File: src/rtl/draw_pkg.sv
// Shared constants for the draw dispatcher: engine opcodes and the dispatcher FSM encoding.
package draw_pkg;

    localparam int OP_CLEAR    = 0;
    localparam int OP_TRIANGLE = 1;
    localparam int OP_RECT     = 2;
    localparam int OP_LINE     = 3;

    typedef enum logic [1:0] {
        ST_IDLE   = 2'd0,
        ST_LAUNCH = 2'd1,
        ST_WAIT   = 2'd2
    } draw_state_t;

endpackage

File: src/rtl/draw_cmd_fifo.sv
// Show-ahead command queue; dout always presents the oldest entry while not empty.
module draw_cmd_fifo #(
    parameter int DATA_WIDTH = 8,
    parameter int DEPTH      = 4
) (
    input  logic                  clock,
    input  logic                  reset,
    input  logic                  push,
    input  logic                  pop,
    input  logic [DATA_WIDTH-1:0] din,
    output logic [DATA_WIDTH-1:0] dout,
    output logic                  full,
    output logic                  empty
);

    localparam int AW = $clog2(DEPTH);

    // Pointers carry one extra wrap bit so full and empty are distinguishable.
    logic [AW:0]           wr_ptr;
    logic [AW:0]           rd_ptr;
    logic [DATA_WIDTH-1:0] mem [DEPTH];
    logic                  do_push;
    logic                  do_pop;

    assign do_push = push && !full;
    assign do_pop  = pop && !empty;

    always_ff @(posedge clock) begin
        if (reset) begin
            wr_ptr <= '0;
            rd_ptr <= '0;
        end else begin
            if (do_push) wr_ptr <= wr_ptr + (AW+1)'(1);
            if (do_pop)  rd_ptr <= rd_ptr + (AW+1)'(1);
        end
    end

    always_ff @(posedge clock) begin
        if (do_push) mem[wr_ptr[AW-1:0]] <= din;
    end

    assign dout  = mem[rd_ptr[AW-1:0]];
    assign empty = (wr_ptr == rd_ptr);
    assign full  = (wr_ptr[AW] != rd_ptr[AW]) && (wr_ptr[AW-1:0] == rd_ptr[AW-1:0]);

endmodule

File: src/rtl/draw_dispatch.sv
// Queues draw commands and launches them one at a time on the engine named by the opcode.
// Optional macro DRAW_DISPATCH_STATS_EN builds a saturating completed-command counter.
module draw_dispatch
    import draw_pkg::*;
#(
    parameter int WIDTH        = 8,
    parameter int COLOUR_WIDTH = 3,
    parameter int OPCODE_WIDTH = 3,
    parameter int NUM_OPS      = 4,
    parameter int FIFO_DEPTH   = 4
) (
    input  logic                            clock,
    input  logic                            reset,
    input  logic                            cmd_valid,
    output logic                            cmd_ready,
    input  logic [OPCODE_WIDTH-1:0]         cmd_opcode,
    input  logic [WIDTH-1:0]                cmd_ax,
    input  logic [WIDTH-1:0]                cmd_ay,
    input  logic [WIDTH-1:0]                cmd_bx,
    input  logic [WIDTH-1:0]                cmd_by,
    input  logic [WIDTH-1:0]                cmd_cx,
    input  logic [WIDTH-1:0]                cmd_cy,
    input  logic [COLOUR_WIDTH-1:0]         cmd_colour,
    output logic [NUM_OPS-1:0]              eng_start,
    input  logic [NUM_OPS-1:0]              eng_done,
    output logic [WIDTH-1:0]                eng_ax,
    output logic [WIDTH-1:0]                eng_ay,
    output logic [WIDTH-1:0]                eng_bx,
    output logic [WIDTH-1:0]                eng_by,
    output logic [WIDTH-1:0]                eng_cx,
    output logic [WIDTH-1:0]                eng_cy,
    output logic [COLOUR_WIDTH-1:0]         eng_colour,
    input  logic [NUM_OPS-1:0]              eng_screen_start,
    input  logic [NUM_OPS*COLOUR_WIDTH-1:0] eng_new_colour,
    input  logic [NUM_OPS*WIDTH-1:0]        eng_x_min,
    input  logic [NUM_OPS*WIDTH-1:0]        eng_y_min,
    input  logic [NUM_OPS*WIDTH-1:0]        eng_x_range,
    input  logic [NUM_OPS*WIDTH-1:0]        eng_y_range,
    output logic                            screen_start,
    output logic [COLOUR_WIDTH-1:0]         new_screen_colour,
    output logic [WIDTH-1:0]                screen_x_min,
    output logic [WIDTH-1:0]                screen_y_min,
    output logic [WIDTH-1:0]                screen_x_range,
    output logic [WIDTH-1:0]                screen_y_range,
    output logic                            busy,
    output logic                            cmd_done,
    output logic                            err_illegal,
    input  logic                            err_clear,
    output logic [15:0]                     cmd_count,
    output draw_state_t                     fsm_state
);

    localparam int PAYLOAD_W = OPCODE_WIDTH + 6*WIDTH + COLOUR_WIDTH;
    localparam logic [OPCODE_WIDTH:0] NUM_OPS_W = (OPCODE_WIDTH+1)'(NUM_OPS);

    draw_state_t              state;
    draw_state_t              state_next;
    logic [OPCODE_WIDTH-1:0]  sel;
    logic                     sel_legal;
    logic                     sel_done;
    logic                     pop;
    logic                     launch_illegal;
    logic                     finish;
    logic                     fifo_full;
    logic                     fifo_empty;
    logic [PAYLOAD_W-1:0]     fifo_din;
    logic [PAYLOAD_W-1:0]     fifo_dout;
    logic [OPCODE_WIDTH-1:0]  head_opcode;
    logic [WIDTH-1:0]         head_ax, head_ay, head_bx, head_by, head_cx, head_cy;
    logic [COLOUR_WIDTH-1:0]  head_colour;

    // Handshake: a command transfers on a rising edge where cmd_valid and cmd_ready are both
    // high; cmd_ready depends only on queue occupancy, never on cmd_valid.
    assign cmd_ready = !fifo_full;
    assign fifo_din  = {cmd_opcode, cmd_ax, cmd_ay, cmd_bx, cmd_by, cmd_cx, cmd_cy, cmd_colour};
    assign {head_opcode, head_ax, head_ay, head_bx, head_by, head_cx, head_cy, head_colour} = fifo_dout;

    draw_cmd_fifo #(
        .DATA_WIDTH (PAYLOAD_W),
        .DEPTH      (FIFO_DEPTH)
    ) u_fifo (
        .clock (clock),
        .reset (reset),
        .push  (cmd_valid && cmd_ready),
        .pop   (pop),
        .din   (fifo_din),
        .dout  (fifo_dout),
        .full  (fifo_full),
        .empty (fifo_empty)
    );

    assign sel_legal = {1'b0, sel} < NUM_OPS_W;

    always_comb begin
        sel_done = 1'b0;
        for (int i = 0; i < NUM_OPS; i++) begin
            if (sel == OPCODE_WIDTH'(i)) sel_done = eng_done[i];
        end
    end

    always_comb begin
        state_next     = state;
        pop            = 1'b0;
        launch_illegal = 1'b0;
        finish         = 1'b0;
        case (state)
            ST_IDLE: begin
                if (!fifo_empty) begin
                    pop        = 1'b1;
                    state_next = ST_LAUNCH;
                end
            end
            ST_LAUNCH: begin
                if (sel_legal) begin
                    state_next = ST_WAIT;
                end else begin
                    launch_illegal = 1'b1;
                    finish         = 1'b1;
                    state_next     = ST_IDLE;
                end
            end
            ST_WAIT: begin
                if (sel_done) begin
                    finish     = 1'b1;
                    state_next = ST_IDLE;
                end
            end
            default: state_next = ST_IDLE;
        endcase
    end

    always_ff @(posedge clock) begin
        if (reset) begin
            state       <= ST_IDLE;
            sel         <= '0;
            eng_ax      <= '0;
            eng_ay      <= '0;
            eng_bx      <= '0;
            eng_by      <= '0;
            eng_cx      <= '0;
            eng_cy      <= '0;
            eng_colour  <= '0;
            cmd_done    <= 1'b0;
            err_illegal <= 1'b0;
        end else begin
            state    <= state_next;
            cmd_done <= finish;
            // Operands only change when the next command is popped, so they hold through done.
            if (pop) begin
                sel        <= head_opcode;
                eng_ax     <= head_ax;
                eng_ay     <= head_ay;
                eng_bx     <= head_bx;
                eng_by     <= head_by;
                eng_cx     <= head_cx;
                eng_cy     <= head_cy;
                eng_colour <= head_colour;
            end
            if (launch_illegal)  err_illegal <= 1'b1;
            else if (err_clear)  err_illegal <= 1'b0;
        end
    end

    // An illegal sel matches no engine index, so start and screen mux stay zero for it.
    always_comb begin
        eng_start         = '0;
        screen_start      = 1'b0;
        new_screen_colour = '0;
        screen_x_min      = '0;
        screen_y_min      = '0;
        screen_x_range    = '0;
        screen_y_range    = '0;
        for (int i = 0; i < NUM_OPS; i++) begin
            if (state == ST_LAUNCH && sel == OPCODE_WIDTH'(i)) eng_start[i] = 1'b1;
            if (state != ST_IDLE && sel == OPCODE_WIDTH'(i)) begin
                screen_start      = eng_screen_start[i];
                new_screen_colour = eng_new_colour[i*COLOUR_WIDTH +: COLOUR_WIDTH];
                screen_x_min      = eng_x_min[i*WIDTH +: WIDTH];
                screen_y_min      = eng_y_min[i*WIDTH +: WIDTH];
                screen_x_range    = eng_x_range[i*WIDTH +: WIDTH];
                screen_y_range    = eng_y_range[i*WIDTH +: WIDTH];
            end
        end
    end

    assign busy      = (state != ST_IDLE) || !fifo_empty;
    assign fsm_state = state;

`ifdef DRAW_DISPATCH_STATS_EN
    logic [15:0] count_q;

    always_ff @(posedge clock) begin
        if (reset)                                 count_q <= '0;
        else if (cmd_done && count_q != 16'hFFFF)  count_q <= count_q + 16'd1;
    end

    assign cmd_count = count_q;
`else
    assign cmd_count = '0;
`endif

endmodule

File: config.mk
export PLATFORM = sky130hd
export DESIGN_NAME = draw_dispatch
export DESIGN_NICKNAME = d
export VERILOG_FILES = /design/src/rtl/draw_pkg.sv /design/src/rtl/draw_cmd_fifo.sv /design/src/rtl/draw_dispatch.sv
export SDC_FILE = /design/constraint.sdc
export NUM_CORES = 1
export LEC_CHECK = 0
export BUFFER_PORTS_ARGS = -buffer_cell sky130_fd_sc_hd__buf_2
export CAP_MARGIN = 20
export CORE_AREA = 5 5 254 132
export DETAILED_ROUTE_END_ITERATION = 7
export DIE_AREA = 0 0 259 137
export PLACE_DENSITY = 0.59
export SLEW_MARGIN = 20
export SYNTH_ARGS = -nofsm -noshare
export SYNTH_HDL_FRONTEND = slang
export SYNTH_HIERARCHICAL = 1
export SYNTH_SLANG_ARGS = --single-unit
File: constraint.sdc
create_clock -name clock -period 10.2 [get_ports clock]
set_input_delay 1.02 -clock clock [delete_from_list [all_inputs] [get_ports clock]]
set_output_delay 1.02 -clock clock [all_outputs]
set_load 0.02 [all_outputs]
# [Word-level counts from Yosys, hierarchy flattened]
# Memory sizes are Yosys's and may differ from the RTL's. A register that Yosys moved wholly into a read port is not among the register bits.
# Cells that the tools add are included.
# Widths: inputs -> output; s select.
[op_classes] add_sub_neg=2 magnitude_cmp=1 n_eq_ne=10 muxes=46 reduce_logical=20
[op_table] operator="$mux 8" n=16
[op_table] operator="$mux 1" n=21
[op_table] operator="$logic_and 1x1->1" n=12
[op_table] operator="$mux 3" n=4
[op_table] operator="$add 3x1->3 const B" n=2
[op_table] operator="$eq 3x2->1 const B" n=2
[op_table] operator="$mux 2" n=3
[op_table] operator="$pmux 2 s3" n=1
[op_table] operator="$ne 2x2->1 const B" n=2
[op_table] operator="$reduce_bool 2->1" n=2
[op_table] operator="$eq 3x1->1 const B" n=1
[op_table] operator="$eq 3x3->1" n=1
[op_table] operator="$logic_not 3->1" n=1
[op_table] operator="$lt 3x3->1 const B" n=1
[op_table] operator="$eq 2x1->1 const B" n=1
[op_table] operator="$eq 2x2->1" n=1
[op_table] operator="$eq 2x2->1 const B" n=1
[op_table] operator="$logic_not 1->1" n=2
[op_table] operator="$logic_not 2->1" n=1
[op_table] operator="$pmux 1 s2" n=1
[op_table] operator="$reduce_and 2->1" n=1
[op_table] operator="$logic_or 1x1->1" n=1
[op_table] operator="$ne 1x1->1" n=1
[totals] register_bits=10 ramBits=216 in_bits=206 elab_cells=85 mem_count=1
[memory_table] memory="u_fifo.mem" words=4 word_bits=54 rd=1 rd_ports_with_merged_regs=1 wr=1 line_no="draw_cmd_fifo.sv:21" rtl="logic [DATA_WIDTH-1:0] mem [DEPTH];"

# [Longest topological paths before layout]
[logic_depth] word_depth=7 ltp_mapped=11 ltp_nobuf=8

# [Modules after synthesis]
# The synthesis kept the hierarchy.
[modules_own_cells] module="draw_cmd_fifo" n_inst=1 cells_each=350 area_per_inst_um2=8350.5 seq_area_each_um2=6646.4
[modules_own_cells] module="draw_dispatch" n_inst=1 cells_each=456 area_per_inst_um2=3261.9 seq_area_each_um2=1161.1

# [Least setup slack after synthesis]
# OpenSTA, ideal clock, no wires.
[synth_timing] path_kind="input to register" startpoint="in cmd_valid" endpoint="mem u_fifo/mem[3][0] (netlist name) (enable)" arrival_time_ns=4.185 slack_ns=5.517 cell_stages=3 path_buffers=0 path_cell_list="nor2b_1 nand2_1 a31oi_1"
[synth_via] elab_chain_cells=4
[synth_rtl] item="start: declaration" line_no="draw_dispatch.sv:14" rtl="input logic cmd_valid,"
[synth_rtl] item="$logic_and 1x1->1" line_no="draw_dispatch.sv:84" rtl=".push (cmd_valid && cmd_ready),"
[synth_rtl] item="$logic_and 1x1->1" line_no="draw_cmd_fifo.sv:25" rtl="assign do_push = push && !full;"
[synth_rtl] item="$mux 1" line_no="draw_cmd_fifo.sv:39" rtl="if (do_push) mem[wr_ptr[AW-1:0]] <= din;"
[synth_rtl] item="$mux 1 (implied by the code)" line_no="draw_cmd_fifo.sv:39"
[synth_rtl] item="end: declaration" line_no="draw_cmd_fifo.sv:21"
# Every way passes these cells.

# [Worst setup path in the final report]
[layout_timing] startpoint="reg state[0] (netlist: fsm_state[0])" endpoint="out screen_y_min[5]"
[layout_via] elab_chain_cells=6 elab_cells_between_ends=9 cone_classes="mux: 4; reduce/logical: 5"
[layout_rtl] item="start: declaration" line_no="draw_dispatch.sv:56" rtl="draw_state_t state;"
[layout_rtl] item="start signal: assignment" line_no="draw_dispatch.sv:146" rtl="state <= state_next;"
[layout_rtl] item="$reduce_bool 2->1 *" line_no="draw_dispatch.sv:175" rtl="if (state != ST_IDLE && sel == OPCODE_WIDTH'(i)) begin"
[layout_rtl] item="$logic_and 1x1->1" line_no="draw_dispatch.sv:175"
[layout_rtl] item="$mux 8 (3 in series)" line_no="draw_dispatch.sv:175"
[layout_rtl] item="$mux 8 *" line_no="draw_dispatch.sv:175"
[layout_rtl] item="end: declaration" line_no="draw_dispatch.sv:42" rtl="output logic [WIDTH-1:0] screen_y_min,"
# Mark *: on every way between the ends. The rest lies on a longest branch, timed or not.

==> out/summary.txt <==
outcome: completed
WP depth: 7
post-synth top area share: 55.9%
Max rail drop VDD: 0.000141 V
drt first pass iters: 5
Via density: 5.03
Post-Place Worst Slack: 6.59 ns
die footprint: 35,500 um2
Total Wirelength: 31,600 um
Synth Area per Inst: 14.4 um2
initial core utilization: 37.3%
Synth Area in Adders: 0.970%
number of synthesized flops with an enable pin: 216
leading area contributor after synthesis: edfxtp_1
Post-Route Skew: 0.0163 ns
R2R depth: 10
global-route wire length before repair: 46,100 um
number of global-route vias before repair: 7,494
worst hold path class: flip-flop to flip-flop
Post-CTS Hold Fix Bufs: 0
Die Ht: 137 um
synth warn: 6
#FFs+latches synth: 282
crit path cell chain: inv_1 -> ha_1 -> nor4b_4 -> buf_4 -> a22oi_1 -> a31oi_1 -> buf_2
Max-Slew Margin vs Limit: 33.9%
# rows: 46
CTS tree: done
synth cell count leaders: edfxtp_1 (216), nand2_1 (152), dfxtp_1 (66), a21oi_1 (59), mux4_2 (55)
Multi-input gate area: 3420 um2
count leader, synth: edfxtp_1
setup bufs post-CTS: 0
largest net degree at the start of global routing: 73
cts bufs inserted: 24
mux contribution to synthesized area: 10.7%
Final ANT Viol Nets: 0
Filler cells: 2,826
area grow syn2layout: 22.8%
final setup TNS: 0 ns
final core occ: 45.8%
Top Ports: 319
initial antenna violation count: 6
Worst Path Buf+Inv: 3
fraction of synthesis flops using an asynchronous set or reset pin: 0%
crit share post-route: 38.9%
leak pwr: 5.30 nW
port buffer count: 302
max cap viols: 0
main combinational cell family by area after synthesis: multiplexers
H-Tree Depth: 1
CTS clk-pin slew, worst paths: 0.07 ns
final worst slack: 6.24 ns
crit path time final: 3.96 ns
RSZ-0062 raised after global routing: no
xor and xnor area share after synthesis: 0.453%
Critical Path AT: 2.94 ns
final setup violating endpoints: 0
Die Width: 259 um
crit path max-delay cell type: buf_4
post_cts resized: 0
Worst Setup End Kind: output port
synthesized area: 11,600 um2
CTS Root Cell: clkbuf_16
core area: 31,100 um2
DRC errors left: 0
Storage cell area: 7820 um2
Max Fclk: 252 MHz
commonest register cell after synthesis: edfxtp_1
worst path required time: 9.18 ns
pwr dens: 289 nW/um2
Hold WS: 0.452 ns
critical path peak fanout: 36
hold depth: 2
Startpoint Class: flip-flop
fin nets: 1,305
worst-skew pair later-pin latency: 0.52 ns
DRT iter0 DRCs: 661
CTS Buffer Depth: 3
Synth Instances: 806
routed vias: 7,753
simple-gate share of the synthesized area: 8.36%
Top delay family on crit path: buffers and inverters
ranking of synthesized cells by area: edfxtp_1 (56%), dfxtp_1 (11%), mux4_2 (11%)
R2R setup slack: 6.58 ns
proportion of layout cells with a drive suffix above 1: 38.4%
sequential fraction of the synthesis area: 67.2%
Final GP Congestion: 0.853
wire per inst: 20.5 um
Synth Area in Compound Gates: 8.25%
critical path type: flip-flop to output port
Hold Fails Final Rpt: 0
Largest stage delay, worst path: 0.45 ns
HPWL Detailed: 21,600 um
max-slew violation count: 0
Sink Count: 282
Netlist cell types: 45
grt ovf: 0
Tot GR Track Use: 16.9%
Least-Margin Pin Slew: 0.991 ns
diode count: 0
==> report_power, final <==
| group | internal, mW | total [mW] | switching, mW | leakage [nW] |
|---|---|---|---|---|
| clock network | 0.581 | 0.987 | 0.406 | 0.417 |
| registers | 1.51 | 1.67 | 0.161 | 2.53 |
| logic | 0.511 | 1.47 | 0.959 | 2.36 |
==> through the flow <==
| step | std cells | area [um2] | power [mW] |
|---|---|---|---|
| after global placement | 1496 | 13400 | 3.17 |
| after CTS | 1540 | 14300 | 4.18 |
| final | 1540 | 14300 | 4.13 |
| after floorplan | 821 | 11700 | 2.68 |
| after global routing | 1540 | 14300 | 4.37 |
| after detailed placement | 1496 | 13400 | 3.18 |
==> tightest hold or removal path, cell delays in order, from the launching register on <==
cell and delay (ns):
dfxtp_1 0.31, nand2_1 0.05, a21oi_1 0.05
==> layout by cell type (no fill, tap or decap), types with 4 or more instances in the layout <==
cell	n
o211ai_1	5
nand2_1	152
a31oi_1	39
a22oi_2	5
clkbuf_16	26
buf_2	302
a21oi_1	59
mux4_2	55
clkinv_2	4
nor2_1	39
ha_1	9
a22oi_1	31
conb_1	16
buf_4	9
inv_1	10
o21ai_0	6
dfxtp_1	64
nor3b_1	6
bufinv_16	4
edfxtp_1	216
==> cells by family (layout without fill, tap and decap cells) <==
group	after synthesis	after routing
AO/OA/AOI/OAI	152	152
XOR/XNOR	6	6
adder cells (fa/ha/maj)	9	9
buffers and inverters	79	366
flip-flops	282	282
multiplexers	55	55
other	1	16
AND/OR/NAND/NOR	222	222
==> area by class of cell <==
type                            count  share of cell area [%]
Clock buffer                       30                    4.81
Clock inverter                     14                    1.25
Inverter                           11                   0.289
Multi-Input combinational cell    460                    24.0
Sequential cell                   282                    54.8
Tap cell                          432                    3.79
Timing Repair Buffer              311                    11.1
==> worst paths after layout <==
check | from | end
min | eng_by[7]$_SDFFE_PP0P_ | eng_by[7]$_SDFFE_PP0P_
max | fsm_state[0]$_SDFFE_PP0P_ | screen_y_min[5]
max reg2reg | u_fifo/rd_ptr[0]$_SDFFE_PP0P_ | flip-flop
min reg2reg | eng_by[7]$_SDFFE_PP0P_ | eng_by[7]$_SDFFE_PP0P_
==> sequential cells by signal, summed over array words and instances, names as in the netlist, named ones only <==
register	cells
eng_colour	3
eng_cx	8
u_fifo/mem	216
eng_bx	8
eng_ay	8
u_fifo/wr_ptr	3
sel	3
u_fifo/rd_ptr	3
cmd_done	1
fsm_state	2
eng_cy	8
eng_ax	8
err_illegal	1
eng_by	8
==> routing by layer <==
layer	GRT usage, %	wire length, um	vias to the layer above
met4	2.77	450	12
met5	0	73	-
met2	23.3	13600	269
met3	4.09	2330	47
li1	-	-	3590
met1	27.2	15100	3835
Power figures use the tool's default switching activity.
